==> src/rtl/led_pattern_gen.sv <==
// Multi-channel LED pattern generator: a shared prescaler tick advances a
// per-channel phase counter that drives OFF/ON/PWM/ONESHOT LED patterns.
module led_pattern_gen #(
  parameter int NUM_CH   = 4,
  parameter int PRESCALE = 100000,
  parameter int CNT_W    = 8,
  localparam int CH_W    = (NUM_CH > 1) ? $clog2(NUM_CH) : 1,
  localparam int PRE_W   = (PRESCALE > 1) ? $clog2(PRESCALE) : 1
) (
  input  logic                clk,
  input  logic                rst_n,
  input  logic                enable,
  input  logic                cfg_we,
  input  logic [CH_W-1:0]     cfg_ch,
  input  logic [1:0]          cfg_mode,
  input  logic [CNT_W-1:0]    cfg_period,
  input  logic [CNT_W-1:0]    cfg_duty,
  output logic                tick,
  output logic [NUM_CH-1:0]   leds,
  output logic [NUM_CH-1:0]   os_done,
  output logic [2*NUM_CH-1:0] dbg_mode
);

  typedef enum logic [1:0] {
    MODE_OFF     = 2'b00,
    MODE_ON      = 2'b01,
    MODE_PWM     = 2'b10,
    MODE_ONESHOT = 2'b11
  } mode_e;

  logic [PRE_W-1:0]  pre_cnt_q, pre_cnt_d;
  logic              tick_q, tick_d;
  mode_e             mode_q   [NUM_CH];
  mode_e             mode_d   [NUM_CH];
  logic [CNT_W-1:0]  period_q [NUM_CH];
  logic [CNT_W-1:0]  period_d [NUM_CH];
  logic [CNT_W-1:0]  duty_q   [NUM_CH];
  logic [CNT_W-1:0]  duty_d   [NUM_CH];
  logic [CNT_W-1:0]  ph_q     [NUM_CH];
  logic [CNT_W-1:0]  ph_d     [NUM_CH];
  logic [NUM_CH-1:0] leds_q, leds_d;
  logic [NUM_CH-1:0] os_done_q, os_done_d;

  // Config port is a one-cycle strobe with no back-pressure: every edge with
  // cfg_we=1 and an in-range cfg_ch is a completed write; out-of-range is dropped.
  always_comb begin
    pre_cnt_d = pre_cnt_q;
    tick_d    = 1'b0;
    leds_d    = '0;
    os_done_d = '0;
    if (enable) begin
      if (pre_cnt_q == PRE_W'(PRESCALE - 1)) begin
        pre_cnt_d = '0;
        tick_d    = 1'b1;
      end else begin
        pre_cnt_d = pre_cnt_q + PRE_W'(1);
      end
    end

    for (int i = 0; i < NUM_CH; i++) begin
      mode_d[i]   = mode_q[i];
      period_d[i] = period_q[i];
      duty_d[i]   = duty_q[i];
      ph_d[i]     = ph_q[i];

      // LED reflects the state before this edge, giving one clock of latency.
      unique case (mode_q[i])
        MODE_OFF:     leds_d[i] = 1'b0;
        MODE_ON:      leds_d[i] = 1'b1;
        MODE_PWM:     leds_d[i] = (ph_q[i] < duty_q[i]);
        MODE_ONESHOT: leds_d[i] = (ph_q[i] < duty_q[i]);
        default:      leds_d[i] = 1'b0;
      endcase

      // A write always beats a coincident tick on the same channel.
      if (cfg_we && (32'(cfg_ch) == i)) begin
        mode_d[i]   = mode_e'(cfg_mode);
        period_d[i] = cfg_period;
        duty_d[i]   = cfg_duty;
        ph_d[i]     = '0;
      end else if (tick_q) begin
        unique case (mode_q[i])
          MODE_PWM: begin
            ph_d[i] = (ph_q[i] == period_q[i]) ? '0 : ph_q[i] + CNT_W'(1);
          end
          MODE_ONESHOT: begin
            if (({1'b0, ph_q[i]} + (CNT_W+1)'(1)) >= {1'b0, duty_q[i]}) begin
              mode_d[i]    = MODE_OFF;
              ph_d[i]      = '0;
              os_done_d[i] = 1'b1;
            end else begin
              ph_d[i] = ph_q[i] + CNT_W'(1);
            end
          end
          default: ph_d[i] = ph_q[i];
        endcase
      end
    end
  end

  always_ff @(posedge clk or negedge rst_n) begin
    if (!rst_n) begin
      pre_cnt_q <= '0;
      tick_q    <= 1'b0;
      leds_q    <= '0;
      os_done_q <= '0;
      for (int i = 0; i < NUM_CH; i++) begin
        mode_q[i]   <= MODE_OFF;
        period_q[i] <= '0;
        duty_q[i]   <= '0;
        ph_q[i]     <= '0;
      end
    end else begin
      pre_cnt_q <= pre_cnt_d;
      tick_q    <= tick_d;
      leds_q    <= leds_d;
      os_done_q <= os_done_d;
      for (int i = 0; i < NUM_CH; i++) begin
        mode_q[i]   <= mode_d[i];
        period_q[i] <= period_d[i];
        duty_q[i]   <= duty_d[i];
        ph_q[i]     <= ph_d[i];
      end
    end
  end

  always_comb begin
    dbg_mode = '0;
    for (int i = 0; i < NUM_CH; i++) begin
      dbg_mode[2*i +: 2] = mode_q[i];
    end
  end

  assign tick    = tick_q;
  assign leds    = leds_q;
  assign os_done = os_done_q;

endmodule

==> config.mk <==
export PLATFORM = sky130hd
export DESIGN_NAME = led_pattern_gen
export DESIGN_NICKNAME = d
export VERILOG_FILES = /design/src/rtl/led_pattern_gen.sv
export SDC_FILE = /design/constraint.sdc
export NUM_CORES = 1
export LEC_CHECK = 0
export CORE_ASPECT_RATIO = 0.8
export CORE_MARGIN = 1
export CORE_UTILIZATION = 25
export CTS_BUF_LIST = sky130_fd_sc_hd__clkbuf_2
export CTS_CLUSTER_DIAMETER = 100
export DETAILED_ROUTE_END_ITERATION = 7
export GPL_ROUTABILITY_DRIVEN = 0
export GPL_TIMING_DRIVEN = 1
export PLACE_DENSITY = 0.39
export SETUP_SLACK_MARGIN = 0.02
export SYNTH_ARGS = -nofsm -noshare
export SYNTH_HDL_FRONTEND = slang
export SYNTH_SLANG_ARGS = --single-unit
==> constraint.sdc <==
create_clock -name clk -period 3.1 [get_ports clk]
set_input_delay 0.62 -clock clk [delete_from_list [all_inputs] [get_ports clk]]
set_output_delay 0.62 -clock clk [all_outputs]
set_load 0.05 [all_outputs]
==> Word-level counts from Yosys, hierarchy flattened <==
Index checks and enable logic that the tools add are counted.
{ "word_totals": {"output_inout_bits": 17, "inputBits": 24, "reg_bits": 130, "word_cells": 153} }
{ "classes": {"addsub": 9, "order_cmp": 8, "eq_ne": 20, "n_mux": 59, "reduce_logical": 37} }
{ "ops": {"columns": ["cell", "n"], "rows": [
  ["2-to-1 mux 8 bit", 16],
  ["one-hot mux 8 bit (2 select lines)", 4],
  ["adder 8 x 1 -> 9 bit (second input constant)", 4],
  ["greater-or-equal comparator 9 x 8 -> 1 bit", 4],
  ["adder 8 x 1 -> 8 bit (second input constant)", 4],
  ["== test 8 bit", 4],
  ["less-than comparator 8 bit", 4],
  ["2-to-1 mux 2 bit", 16],
  ["nonzero test 2 bit", 12],
  ["== test 2 bit (second input constant)", 10],
  ["2-to-1 mux 1 bit", 18],
  ["adder 17 x 1 -> 17 bit (second input constant)", 1],
  ["== test 17 bit (second input constant)", 1],
  ["2-to-1 mux 17 bit", 1],
  ["one-hot mux 1 bit (3 select lines)", 4],
  ["AND reduction 3 bit", 4],
  ["nonzero test 3 bit", 4],
  ["== test 2 x 1 -> 1 bit (second input constant)", 5],
  ["zero test 2 bit", 5],
  ["AND reduction 2 bit", 4],
  ["OR reduction 2 bit", 4],
  ["logical AND 1 bit", 4]
]} }

==> Depth between registers and ports, before layout <==
Gate-level depths: netlist of run 1.
{ "logic_depth": {"ltp_word": 6, "depth_mapped": 12, "mapped_depth_nobuf": 12} }

==> Worst setup path before layout of run 1 <==
No wires, ideal clock.
{ "synth_timing": {"path_type": "reg2reg", "start": "reg ph_q[0] in the netlist's numbering", "end": "reg ph_q[6] in the netlist's numbering", "path_buffers": 0, "period_less_slack_ns": 2.728, "setup_slack_ns": 0.372, "t_required_ns": 3.008, "arrival_ns": 2.636, "setup_time_ns": 0.092, "stages_incl_launch_ff": 12, "path_cell_list": "dfrtp_1 > ha_1 > and3_2 > nand3_1 > xnor2_1 > ha_1 > nand3_1 > nor2_4 > a221o_2 > a211oi_4 > nand3_2 > o31ai_2"} }
{ "synth_via": {"elab_chain_len": 6, "elab_cells_between_ends": 9, "classes_between": "2 x add/sub; 1 x order compare; 1 x eq/ne; 5 x mux"} }
{ "synth_rtl": {"columns": ["element", "line", "source"], "rows": [
  ["from (decl)", "39", "logic [CNT_W-1:0] ph_q [NUM_CH];"],
  ["from (signal, indexed assignment)", "122", "ph_q[i] <= ph_d[i];"],
  ["adder 8 x 1 -> 9 bit", "87", "if (({1'b0, ph_q[i]} + (CNT_W+1)'(1)) >= {1'b0, duty_q[i]}) begin"],
  ["greater-or-equal comparator 9 x 8 -> 1 bit", "87", null],
  ["2-to-1 mux 8 bit", "87", null],
  ["one-hot mux 8 bit (2 select lines) (*)", "82", "unique case (mode_q[i])"],
  ["2-to-1 mux 8 bit (*)", "81", "end else if (tick_q) begin"],
  ["2-to-1 mux 8 bit (*)", "76", "if (cfg_we && (32'(cfg_ch) == i)) begin"]
]} }
Every way passes the cells marked *; elsewhere a longest branch is shown, timed or not. The select of a mux whose other input is x is not followed.
A chain may end at the register's enable or synchronous reset.

==> Worst setup path after layout of run 1 <==
{ "layout_timing": {"start": "reg ph_q[1] in the netlist's numbering", "end": "reg ph_q[6] in the netlist's numbering"} }
The elaborated chain is that of the path after synthesis.

==> impl_metrics.sql, run 1 <==
INSERT INTO impl_metrics (metric_group, metric, value, unit) VALUES
('synthesis', 'synth.top_cells.by_area', 'sky130_fd_sc_hd__dfrtp_1, sky130_fd_sc_hd__ha_1, sky130_fd_sc_hd__nand2_1', ''),
('power_and_ir_drop', 'max-vdd-ir-drop', '0.2205', 'mV'),
('final_layout', 'areaGrowthSynthToFinish', '17.13', '%'),
('place', 'hpwl', '14.90', 'mm'),
('timing', 'hold_violations_final', '0', ''),
('timing', 'finalSetupViolations', '0', ''),
('synthesis', 'synth.most_common_cell', 'sky130_fd_sc_hd__nand2_1', ''),
('die', 'die_x', '196.9', 'um'),
('timing', 'grt_setup_unrepaired', 'no', ''),
('timing', 'final_max_slew_viol_count', '0', ''),
('drt', 'drt-wirelength-per-cell', '15.98', 'um'),
('clock_tree', 'clock-sinks', '130', ''),
('place', 'placed_area', '8589', 'um^2'),
('drt', 'drc', '0', ''),
('synthesis', 'synth-warning-count', '0', ''),
('final_layout', 'design_area', '8899', 'um^2'),
('critical_path', 'crit_path_start_kind', 'flop', ''),
('clock_tree', 'cts-root-to-sink-buffers', '2', ''),
('die', 'starting_utilization_of_the_core_area', '25.69', '%'),
('critical_path', 'signal_arrival_time_at_the_worst_endpoint', '3.51', 'ns'),
('die', 'floorplan.rows', '56', ''),
('global_route', 'grt_start_max_net_pins', '56', ''),
('synthesis', 'seq_area_frac_synth', '42.82', '%'),
('critical_path', 'cp_data_required_time', '3.74', 'ns'),
('final_layout', 'final_nets', '961', ''),
('status', 'result_of_the_run', 'completed', ''),
('synthesis', 'synth_top_flop_cell', 'sky130_fd_sc_hd__dfrtp_1', ''),
('clock_tree', 'cts_max_level', '4', ''),
('drt', 'first_iter_violations', '299', ''),
('drt', 'post_drt_via_cell_ratio', '4.404', ''),
('power_and_ir_drop', 'power.density', '478.9', 'nW/um^2'),
('synthesis', 'asyncSetResetFlopFracSynth', '100.0', '%'),
('synthesis', 'leading_cell_types_by_count_after_synthesis', 'sky130_fd_sc_hd__nand2_1, sky130_fd_sc_hd__dfrtp_1, sky130_fd_sc_hd__ha_1', ''),
('critical_path', 'cp-end-kind', 'flop', ''),
('critical_path', 'max_stage_delay', '0.47', 'ns'),
('global_route', 'grt_pass1_wl', '33.45', 'mm'),
('power_and_ir_drop', 'power.static_leakage', '4.254', 'nW'),
('drt', 'drtAntennaViolNets', '0', ''),
('critical_path', 'critical-path-top-delay-family', 'compound AO/OA/AOI/OAI gates', ''),
('critical_path', 'cp_max_fo', '6', ''),
('place', 'io_buffer_count', '40', ''),
('critical_path', 'critical_path_cell_with_the_highest_stage_delay', 'sky130_fd_sc_hd__dfrtp_2', ''),
('die', 'dieHeight', '157.9', 'um'),
('drt', 'vias', '5672', ''),
('critical_path', 'timing.rr.start', 'ph_q[1]$_DFFE_PN0P_', ''),
('timing', 'fin_crit_sh', '92.46', '%'),
('clock_tree', 'tritoncts', 'yes', ''),
('timing', 'timing_worst_slew_pin_value', '0.6669', 'ns'),
('clock_tree', 'post_cts_clock_slew_at_the_launch_and_capture_registers_of_the_worst_setup_and_hold_paths', '0.22', 'ns'),
('synthesis', 'dominant_cell_type_by_area_after_synthesis', 'sky130_fd_sc_hd__dfrtp_1', ''),
('clock_tree', 'cts_root_buffer', 'sky130_fd_sc_hd__clkbuf_2', ''),
('synthesis', 'yosys_reg_bits', '130', ''),
('timing', 'fin_setup_tns', '0', 'ns'),
('critical_path', 'cp_num_buf_inv', '0', ''),
('run', 'drv_cap', '0', ''),
('worst_hold_path', 'hold_class', 'in -> async', ''),
('global_route', 'first_global_vias', '5745', ''),
('global_route', 'antenna_found_initial', '1', ''),
('synthesis', 'number_of_instances_in_the_synthesized_netlist', '809', ''),
('final_layout', 'drive_gt1_share', '10.56', '%'),
('synthesis', 'synth_cell_types', '63', ''),
('die', 'dieArea', '31090', 'um^2'),
('synthesis', 'post_synth.cell_area_avg', '9.391', 'um^2'),
('timing', 'setup_skew', '0.04114', 'ns'),
('clock_tree', 'cts_inserted_buffers', '17', ''),
('synthesis', 'synth_fp_nets', '902', ''),
('clock_tree', 'clk_lat_worst_skew', '0.72', 'ns'),
('synthesis', 'synth_area', '7597', 'um^2'),
('synthesis', 'synth.top_cell.area_share', '42.82', '%'),
('die', 'core_region_area', '29570', 'um^2'),
('global_route', 'gr-usage-all-layers', '14.19', '%');
[cell families (layout without fill, tap and decap cells)]
group | after synthesis | in the layout | synth area share, %
AND/OR/NAND/NOR | 307 | 307 | 18.86
adder cells (fa/ha/maj) | 69 | 69 | 11.36
AO/OA/AOI/OAI | 149 | 149 | 13.08
XOR/XNOR | 64 | 64 | 7.378
buffers and inverters | 73 | 145 | 4.117
flip-flops | 130 | 130 | 42.82
multiplexers | 17 | 17 | 2.388
other | 0 | 1 | 0
[worst reg2reg max path: stages, from the launching register on]
cell and delay [ns]:
sky130_fd_sc_hd__dfrtp_2 0.47, sky130_fd_sc_hd__and3_2 0.21, sky130_fd_sc_hd__and3_1 0.23, sky130_fd_sc_hd__nand3_1 0.15, sky130_fd_sc_hd__xnor2_1 0.17, sky130_fd_sc_hd__ha_1 0.30
sky130_fd_sc_hd__nand2_1 0.11, sky130_fd_sc_hd__nor2_4 0.04, sky130_fd_sc_hd__a221o_2 0.45, sky130_fd_sc_hd__a211oi_4 0.32, sky130_fd_sc_hd__nand3_2 0.14, sky130_fd_sc_hd__o31ai_2 0.19
[through the flow]
| stage | std cells | util [%] | total power [W] | worst slack (ns) |
|---|---|---|---|---|
| 2_1_floorplan | 809 | - | 0.002666 | 0.3720 |
| 3_3_place_gp | 1253 | 29.05 | 0.003012 | 0.1896 |
| 3_5_place_dp | 1253 | 29.05 | 0.003012 | 0.1955 |
| 4_1_cts | 1286 | 30.05 | 0.004347 | 0.1285 |
| 5_1_grt | 1288 | 30.09 | 0.004533 | 0.02745 |
| 6_report | 1288 | 30.09 | 0.004262 | 0.2338 |
[repair_timing]
item,in CTS,in global routing
gates resized for setup,0,3
hold endpoints to repair,52,0
endpoints found under the setup margin,0,11
hold buffers,1,0
setup buffers,0,1
[registers in the layout (all words and copies together) (netlist names)]
register and flops:
leds 4, duty_q 32, ph_q 32, dbg_mode 8, tick 1, os_done 4, pre_cnt_q 17, period_q 32
[per-layer routing]
metal  vias up  GRT usage, %  share of wire (%)
li1       2896             -                  -
met1      2684         21.30                 54
met5         -             0                  0
met2        79         20.34                 40
met3        13         2.983                4.6
met4         0         3.507                1.1
[report_power, final]
| group | total (W) | switching, W | internal (W) |
|---|---|---|---|
| Clock | 0.00130 | 0.000694 | 0.000603 |
| Sequential | 0.00206 | 0.000160 | 0.00190 |
| Combinational | 0.000907 | 0.000548 | 0.000359 |
| Total | 0.00426 | 0.00140 | 0.00286 |
[area by class of cell]
| class | instances | area [um^2] |
|---|---|---|
| timing repair buffer | 71 | 649.4 |
| tap | 406 | 508.0 |
| clock buffer | 19 | 95.09 |
| clock inverter | 13 | 190.2 |
| fill | 3195 | 20670 |
| sequential | 130 | 3257 |
| inverter | 42 | 157.7 |
| multi-input combinational | 606 | 4039 |
| antenna | 1 | 2.502 |
[worst max path at each step]
stage	start	to	slack, ns	cells after the start
floorplan	ph_q[0]$_DFFE_PN0P_	ph_q[6]$_DFFE_PN0P_	0.37	11
CTS	ph_q[1]$_DFFE_PN0P_	ph_q[6]$_DFFE_PN0P_	0.13	11
global route	ph_q[0]$_DFFE_PN0P_	ph_q[6]$_DFFE_PN0P_	0.03	11
global placement	ph_q[17]$_DFFE_PN0P_	ph_q[22]$_DFFE_PN0P_	0.19	11
detailed placement	ph_q[0]$_DFFE_PN0P_	ph_q[6]$_DFFE_PN0P_	0.20	11
finish	ph_q[1]$_DFFE_PN0P_	ph_q[6]$_DFFE_PN0P_	0.23	11
[placed cells by master, fill, tap and decap left out, types with 8 or more instances in the layout]
master and count:
sky130_fd_sc_hd__a21o_1 9, sky130_fd_sc_hd__a21oi_1 32, sky130_fd_sc_hd__a22o_1 13, sky130_fd_sc_hd__and3_1 10, sky130_fd_sc_hd__buf_4 29, sky130_fd_sc_hd__clkbuf_2 19
sky130_fd_sc_hd__clkdlybuf4s50_1 39, sky130_fd_sc_hd__dfrtp_1 127, sky130_fd_sc_hd__ha_1 69, sky130_fd_sc_hd__inv_1 42, sky130_fd_sc_hd__mux2_2 9, sky130_fd_sc_hd__mux2i_1 8
sky130_fd_sc_hd__nand2_1 178, sky130_fd_sc_hd__nand2b_1 8, sky130_fd_sc_hd__nand3_1 30, sky130_fd_sc_hd__nand4_1 10, sky130_fd_sc_hd__nor2_1 18, sky130_fd_sc_hd__o21a_1 8
sky130_fd_sc_hd__o21ai_0 39, sky130_fd_sc_hd__o21ai_1 10, sky130_fd_sc_hd__xnor2_1 28, sky130_fd_sc_hd__xor2_1 36
Note: power is estimated with default switching activity, not from simulation.
==> run 2: changes to the inputs <==
--- a/config.mk
+++ b/config.mk
@@ -8,7 +8,6 @@
 export CORE_ASPECT_RATIO = 0.8
 export CORE_MARGIN = 1
 export CORE_UTILIZATION = 25
-export CTS_BUF_LIST = sky130_fd_sc_hd__clkbuf_2
 export CTS_CLUSTER_DIAMETER = 100
 export DETAILED_ROUTE_END_ITERATION = 7
 export GPL_ROUTABILITY_DRIVEN = 0
==> constraint.sdc (replaced) <==
create_clock -name clk -period 3.6 [get_ports clk]
set_input_delay 0.72 -clock clk [delete_from_list [all_inputs] [get_ports clk]]
set_output_delay 0.72 -clock clk [all_outputs]
set_load 0.05 [all_outputs]
==> impl_metrics.sql, run 2 (synthesized netlist as in run 1, its figures left out) <==
INSERT INTO impl_metrics (metric_group, metric, value, unit) VALUES
('global_route', 'gr-usage-all-layers', '14.29', '%'),
('clock_tree', 'cts_inserted_buffers', '17', ''),
('global_route', 'antenna_found_initial', '0', ''),
('power_and_ir_drop', 'power.density', '473.5', 'nW/um^2'),
('clock_tree', 'cts_max_level', '4', ''),
('final_layout', 'design_area', '9009', 'um^2'),
('run', 'drv_cap', '0', ''),
('status', 'result_of_the_run', 'completed', ''),
('worst_hold_path', 'hold_class', 'in -> async', ''),
('timing', 'maxClockFrequency', '0.3201', 'GHz'),
('global_route', 'grt_pass1_wl', '33.49', 'mm'),
('critical_path', 'crit_path_category', 'reg -> reg', ''),
('final_layout', 'drive_gt1_share', '8.149', '%'),
('power_and_ir_drop', 'power_frac_comb', '18.1', '%'),
('die', 'io-pin-count', '41', ''),
('critical_path', 'cp_num_buf_inv', '0', ''),
('timing', 'timing_worst_slew_pin_value', '0.7646', 'ns'),
('power_and_ir_drop', 'power.static_leakage', '4.255', 'nW'),
('critical_path', 'critical_path_cell_with_the_highest_stage_delay', 'sky130_fd_sc_hd__dfrtp_1', ''),
('clock_tree', 'clock-sinks', '130', ''),
('timing', 'fin_crit_sh', '86.79', '%'),
('timing', 'fin_setup_tns', '0', 'ns'),
('drt', 'post_drt_via_cell_ratio', '4.433', ''),
('critical_path', 'crit_path_start_kind', 'flop', ''),
('clock_tree', 'tritoncts', 'yes', ''),
('clock_tree', 'post_cts_resize_count', '0', ''),
('final_layout', 'areaGrowthSynthToFinish', '18.58', '%'),
('timing', 'maxSlewHeadroom', '49.02', '%'),
('timing', 'finalWorstPathRequiredPeriod', '3.124', 'ns'),
('critical_path', 'cp_max_fo', '8', ''),
('place', 'hpwl', '14.70', 'mm'),
('final_layout', 'final_nets', '940', ''),
('timing', 'grt_setup_unrepaired', 'no', ''),
('drt', 'wl', '20.53', 'mm'),
('critical_path', 'critical-path-top-delay-family', 'compound AO/OA/AOI/OAI gates', ''),
('clock_tree', 'post_cts_hold_buffer_count', '0', ''),
('power_and_ir_drop', 'pwr-share-clk', '40.3', '%'),
('power_and_ir_drop', 'power_switching_share', '30.30', '%'),
('power_and_ir_drop', 'power.share.sequential', '41.6', '%'),
('die', 'dieHeight', '157.9', 'um'),
('final_layout', 'diodes', '0', ''),
('drt', 'detailedRoute.firstPassIterationCount', '4', ''),
('clock_tree', 'clk_lat_worst_skew', '0.42', 'ns'),
('timing', 'finalSetupViolations', '0', ''),
('clock_tree', 'post_cts_clock_slew_at_the_launch_and_capture_registers_of_the_worst_setup_and_hold_paths', '0.06', 'ns'),
('critical_path', 'cp_cell_sequence', 'ha_1, and3_2, nand3_1, xnor2_1, ha_1, nand3_1, nor2_4, a221o_2, a211oi_4, nand3_2, o31ai_2', ''),
('power_and_ir_drop', 'netSwitchingPower', '0.001293', 'W'),
('die', 'core_region_area', '29570', 'um^2'),
('critical_path', 'cp-end-kind', 'flop', ''),
('global_route', 'grt_remaining_overflow', '0', ''),
('drt', 'drtAntennaViolNets', '0', ''),
('global_route', 'grt_start_max_net_pins', '55', ''),
('final_layout', 'most-common-layout-cells', 'sky130_fd_sc_hd__nand2_1, sky130_fd_sc_hd__dfrtp_1, sky130_fd_sc_hd__ha_1', ''),
('final_layout', 'layout.cells.most_common', 'sky130_fd_sc_hd__nand2_1', ''),
('power_and_ir_drop', 'max-vdd-ir-drop', '0.3235', 'mV'),
('clock_tree', 'cts-root-to-sink-buffers', '2', ''),
('clock_tree', 'post-cts-setup-buffers', '0', ''),
('place', 'placed_area', '8447', 'um^2'),
('critical_path', 'cp_data_required_time', '3.93', 'ns'),
('critical_path', 'max_stage_delay', '0.50', 'ns'),
('drt', 'first_iter_violations', '228', ''),
('timing', 'hold_violations_final', '0', ''),
('final_layout', 'final_util', '30.47', '%'),
('final_layout', 'nFillCells', '3174', ''),
('drt', 'drc', '0', ''),
('die', 'die_x', '196.9', 'um'),
('critical_path', 'signal_arrival_time_at_the_worst_endpoint', '3.46', 'ns'),
('power_and_ir_drop', 'power_report.internal_total', '0.002973', 'W'),
('clock_tree', 'cts_root_buffer', 'sky130_fd_sc_hd__clkbuf_16', ''),
('die', 'dieArea', '31090', 'um^2'),
('global_route', 'first_global_vias', '5800', ''),
('drt', 'vias', '5608', ''),
('place', 'io_buffer_count', '40', ''),
('die', 'starting_utilization_of_the_core_area', '25.69', '%'),
('timing', 'setup_skew', '0.008053', 'ns'),
('final_layout', 'largestRegisters', 'duty_q (32), period_q (32), ph_q (32)', ''),
('die', 'floorplan.rows', '56', ''),
('timing', 'final_max_slew_viol_count', '0', ''),
('drt', 'drt-wirelength-per-cell', '16.23', 'um');
-- run 2: worst paths after layout --
path                                            from                         to  slack [ns]  depth (start not counted)
min reg2reg                pre_cnt_q[12]$_DFFE_PN0P_  pre_cnt_q[12]$_DFFE_PN0P_        0.49                          1
max reg2reg                      ph_q[0]$_DFFE_PN0P_        ph_q[6]$_DFFE_PN0P_        0.48                         11
max in group asynchronous                      rst_n   pre_cnt_q[9]$_DFFE_PN0P_        2.58                          2
max                              ph_q[0]$_DFFE_PN0P_        ph_q[6]$_DFFE_PN0P_        0.48                         11
min                                            rst_n      duty_q[5]$_DFFE_PN0P_        0.25                          1
min in group clk           pre_cnt_q[12]$_DFFE_PN0P_  pre_cnt_q[12]$_DFFE_PN0P_        0.49                          1
-- run 2: per-stage QoR --
step                worst slack, ns  instances  total power [W]  hold WS, ns
finish                       0.4756       1265         0.004265       0.2504
global placement             0.5514       1234         0.002585       0.4805
global route                 0.2163       1265         0.004510       0.2800
detailed placement           0.4534       1234         0.002587       0.4847
floorplan                    0.8720        809         0.002295       0.4244
CTS                          0.4489       1265         0.004328       0.2646
-- run 2: area by class of cell --
type | count | area (um^2) | share of cell area (%)
sequential | 130 | 3253 | 36.11
inverter | 42 | 157.7 | 1.750
clock buffer | 21 | 450.4 | 5.000
timing repair buffer | 50 | 489.2 | 5.431
multi-input combinational | 606 | 4039 | 44.83
clock inverter | 10 | 111.4 | 1.236
tap | 406 | 508.0 | 5.639
-- run 2: layer usage --
layer | vias to the layer above | track usage, % | share of wire (%)
li1 | 2849 | - | -
met1 | 2679 | 20.20 | 53
met2 | 71 | 21.98 | 43
met3 | 9 | 3.323 | 3.6
met4 | 0 | 3.212 | 0.59
met5 | - | 0 | 0
-- run 2: power groups by stage --
stage / logic [W] / registers [W] / clock network [W]
floorplan: 0.000445 / 0.00185 / 0
global placement: 0.000780 / 0.00180 / 0
detailed placement: 0.000784 / 0.00180 / 0
CTS: 0.000786 / 0.00178 / 0.00176
global route: 0.000878 / 0.00181 / 0.00182
finish: 0.000770 / 0.00178 / 0.00172
==> run 3: changes to the inputs <==
--- a/config.mk
+++ b/config.mk
@@ -12,7 +12,6 @@
 export DETAILED_ROUTE_END_ITERATION = 7
 export GPL_ROUTABILITY_DRIVEN = 0
 export GPL_TIMING_DRIVEN = 1
-export PLACE_DENSITY = 0.39
 export SETUP_SLACK_MARGIN = 0.02
 export SYNTH_ARGS = -nofsm -noshare
 export SYNTH_HDL_FRONTEND = slang
==> impl_metrics.sql, run 3 (synthesized netlist as in run 1, its figures left out) <==
INSERT INTO impl_metrics (metric_group, metric, value, unit) VALUES
('drt', 'drtAntennaViolNets', '0', ''),
('final_layout', 'nFillCells', '3149', ''),
('clock_tree', 'post_cts_resize_count', '0', ''),
('clock_tree', 'clk_lat_worst_skew', '0.43', 'ns'),
('power_and_ir_drop', 'max-vdd-ir-drop', '0.3473', 'mV'),
('final_layout', 'largestRegisters', 'duty_q (32), period_q (32), ph_q (32)', ''),
('critical_path', 'timing.rr.start', 'ph_q[0]$_DFFE_PN0P_', ''),
('global_route', 'gr-usage-all-layers', '12.55', '%'),
('drt', 'vias', '5753', ''),
('final_layout', 'most-common-layout-cells', 'sky130_fd_sc_hd__nand2_1, sky130_fd_sc_hd__dfrtp_1, sky130_fd_sc_hd__ha_1', ''),
('global_route', 'grt_remaining_overflow', '0', ''),
('power_and_ir_drop', 'fin_total_pwr', '0.004317', 'W'),
('final_layout', 'diodes', '0', ''),
('timing', 'finalWorstPathRequiredPeriod', '3.108', 'ns'),
('worst_hold_path', 'hold_class', 'in -> async', ''),
('timing', 'timing_worst_slew_pin_value', '0.7069', 'ns'),
('drt', 'post_drt_via_cell_ratio', '4.548', ''),
('status', 'result_of_the_run', 'completed', ''),
('power_and_ir_drop', 'power_frac_comb', '17.8', '%'),
('power_and_ir_drop', 'netSwitchingPower', '0.001269', 'W'),
('critical_path', 'critical-path-top-delay-family', 'compound AO/OA/AOI/OAI gates', ''),
('timing', 'setup_skew', '0.009300', 'ns'),
('critical_path', 'cp-end-kind', 'flop', ''),
('critical_path', 'cp_data_required_time', '3.94', 'ns'),
('critical_path', 'signal_arrival_time_at_the_worst_endpoint', '3.44', 'ns'),
('critical_path', 'cp_cell_sequence', 'ha_1, and3_2, nand3_1, xnor2_1, ha_1, nand3_1, nor2_4, a221o_2, a211oi_4, nand3_2, o31ai_2', ''),
('timing', 'fin_crit_sh', '86.34', '%'),
('place', 'hpwl', '13.45', 'mm'),
('final_layout', 'drive_gt1_share', '8.382', '%'),
('final_layout', 'areaGrowthSynthToFinish', '19.12', '%'),
('timing', 'fin_setup_tns', '0', 'ns'),
('die', 'dieHeight', '157.9', 'um'),
('clock_tree', 'post_cts_hold_buffer_count', '0', ''),
('run', 'drv_cap', '0', ''),
('timing', 'finalSetupViolations', '0', ''),
('timing', 'grt_setup_unrepaired', 'no', ''),
('critical_path', 'r2r.worst_path.cells', '11', ''),
('critical_path', 'critical_path_cell_with_the_highest_stage_delay', 'sky130_fd_sc_hd__dfrtp_1', ''),
('critical_path', 'crit_path_start_kind', 'flop', ''),
('die', 'dieArea', '31090', 'um^2'),
('timing', 'final_max_slew_viol_count', '0', ''),
('die', 'starting_utilization_of_the_core_area', '25.69', '%'),
('clock_tree', 'post_cts_clock_slew_at_the_launch_and_capture_registers_of_the_worst_setup_and_hold_paths', '0.06', 'ns'),
('power_and_ir_drop', 'power.share.sequential', '41.1', '%'),
('power_and_ir_drop', 'power.static_leakage', '4.267', 'nW'),
('critical_path', 'cp_max_fo', '8', ''),
('global_route', 'grt_start_max_net_pins', '66', ''),
('final_layout', 'final_nets', '940', ''),
('drt', 'detailedRoute.firstPassIterationCount', '5', ''),
('timing', 'hold_violations_final', '0', ''),
('critical_path', 'crit_path_category', 'reg -> reg', ''),
('global_route', 'antenna_found_initial', '0', ''),
('timing', 'maxClockFrequency', '0.3217', 'GHz'),
('place', 'io_buffer_count', '40', ''),
('clock_tree', 'cts_inserted_buffers', '17', ''),
('drt', 'first_iter_violations', '293', ''),
('critical_path', 'regToRegEndpoint', 'ph_q[6]$_DFFE_PN0P_', ''),
('global_route', 'first_global_vias', '5573', ''),
('clock_tree', 'cts_max_level', '4', ''),
('timing', 'maxSlewHeadroom', '52.87', '%'),
('clock_tree', 'clock-sinks', '130', ''),
('die', 'floorplan.rows', '56', ''),
('global_route', 'grt_pass1_wl', '30.06', 'mm'),
('clock_tree', 'cts-root-to-sink-buffers', '2', ''),
('power_and_ir_drop', 'power_report.internal_total', '0.003049', 'W'),
('clock_tree', 'post-cts-setup-buffers', '0', ''),
('power_and_ir_drop', 'power_switching_share', '29.39', '%'),
('clock_tree', 'cts_root_buffer', 'sky130_fd_sc_hd__clkbuf_16', ''),
('power_and_ir_drop', 'pwr-share-clk', '41.0', '%'),
('die', 'die_x', '196.9', 'um'),
('final_layout', 'layout.cells.most_common', 'sky130_fd_sc_hd__nand2_1', ''),
('critical_path', 'worst-r2r-setup-slack', '0.49', 'ns'),
('drt', 'drc', '0', ''),
('critical_path', 'cp_num_buf_inv', '0', ''),
('die', 'io-pin-count', '41', ''),
('critical_path', 'max_stage_delay', '0.48', 'ns'),
('drt', 'wl', '18.41', 'mm'),
('power_and_ir_drop', 'power.density', '477.1', 'nW/um^2'),
('clock_tree', 'tritoncts', 'yes', ''),
('drt', 'drt-wirelength-per-cell', '14.55', 'um'),
('die', 'core_region_area', '29570', 'um^2');
## run 3: cell count changes in the layout (fill, tap and decap cells not counted)
cell	change
sky130_fd_sc_hd__clkinv_2	-3
sky130_fd_sc_hd__clkinv_4	+3
sky130_fd_sc_hd__clkbuf_1	-2
sky130_fd_sc_hd__bufinv_16	+1
sky130_fd_sc_hd__clkinvlp_4	+1
## run 3: area by class of cell
type | count | area, um^2 | share of cell area (%)
repair buffers | 50 | 489.2 | 5.406
clock inverters | 12 | 160.2 | 1.770
flip-flops and latches | 130 | 3253 | 35.95
well taps | 406 | 508.0 | 5.613
multi-input cells | 606 | 4039 | 44.63
clock buffers | 19 | 442.9 | 4.894
inverters | 42 | 157.7 | 1.742
## run 3: through the flow
step	instance area [um^2]	cells	utilization [%]	hold slack (ns)	worst slack, ns
floorplan	7597	809	-	0.4244	0.8720
global placement	8447	1234	28.57	0.4788	0.6188
detailed placement	8447	1234	28.57	0.4835	0.4646
CTS	9050	1265	30.61	0.3090	0.4265
global route	9050	1265	30.61	0.3352	0.1411
finish	9050	1265	30.61	0.2812	0.4919
## run 3: worst max path at each step
stage	cells past startpoint	start	end	slack, ns
final	11	ph_q[0]$_DFFE_PN0P_	ph_q[6]$_DFFE_PN0P_	0.49
after global routing	11	ph_q[16]$_DFFE_PN0P_	ph_q[21]$_DFFE_PN0P_	0.14
after CTS	11	ph_q[16]$_DFFE_PN0P_	ph_q[21]$_DFFE_PN0P_	0.43
after detailed placement	11	ph_q[16]$_DFFE_PN0P_	ph_q[21]$_DFFE_PN0P_	0.46
after global placement	11	ph_q[0]$_DFFE_PN0P_	ph_q[6]$_DFFE_PN0P_	0.62
after floorplan	11	ph_q[0]$_DFFE_PN0P_	ph_q[6]$_DFFE_PN0P_	0.87
## run 3: routing by layer
metal	vias to the layer above	wire (um)	track usage [%]	part of all wire, %
met3	13	1046	3.153	5.7
met2	130	7758	18.53	42
li1	2853	-	-	-
met5	-	0	0	0
met1	2757	9460	18.08	51
met4	0	144	3.212	0.78
## run 3: power by group through the flow
stage | clock network [W] | registers, W | logic (W)
global route | 0.00186 | 0.00180 | 0.000868
global placement | 0 | 0.00180 | 0.000758
floorplan | 0 | 0.00185 | 0.000445
finish | 0.00177 | 0.00178 | 0.000770
detailed placement | 0 | 0.00180 | 0.000776
CTS | 0.00181 | 0.00178 | 0.000780
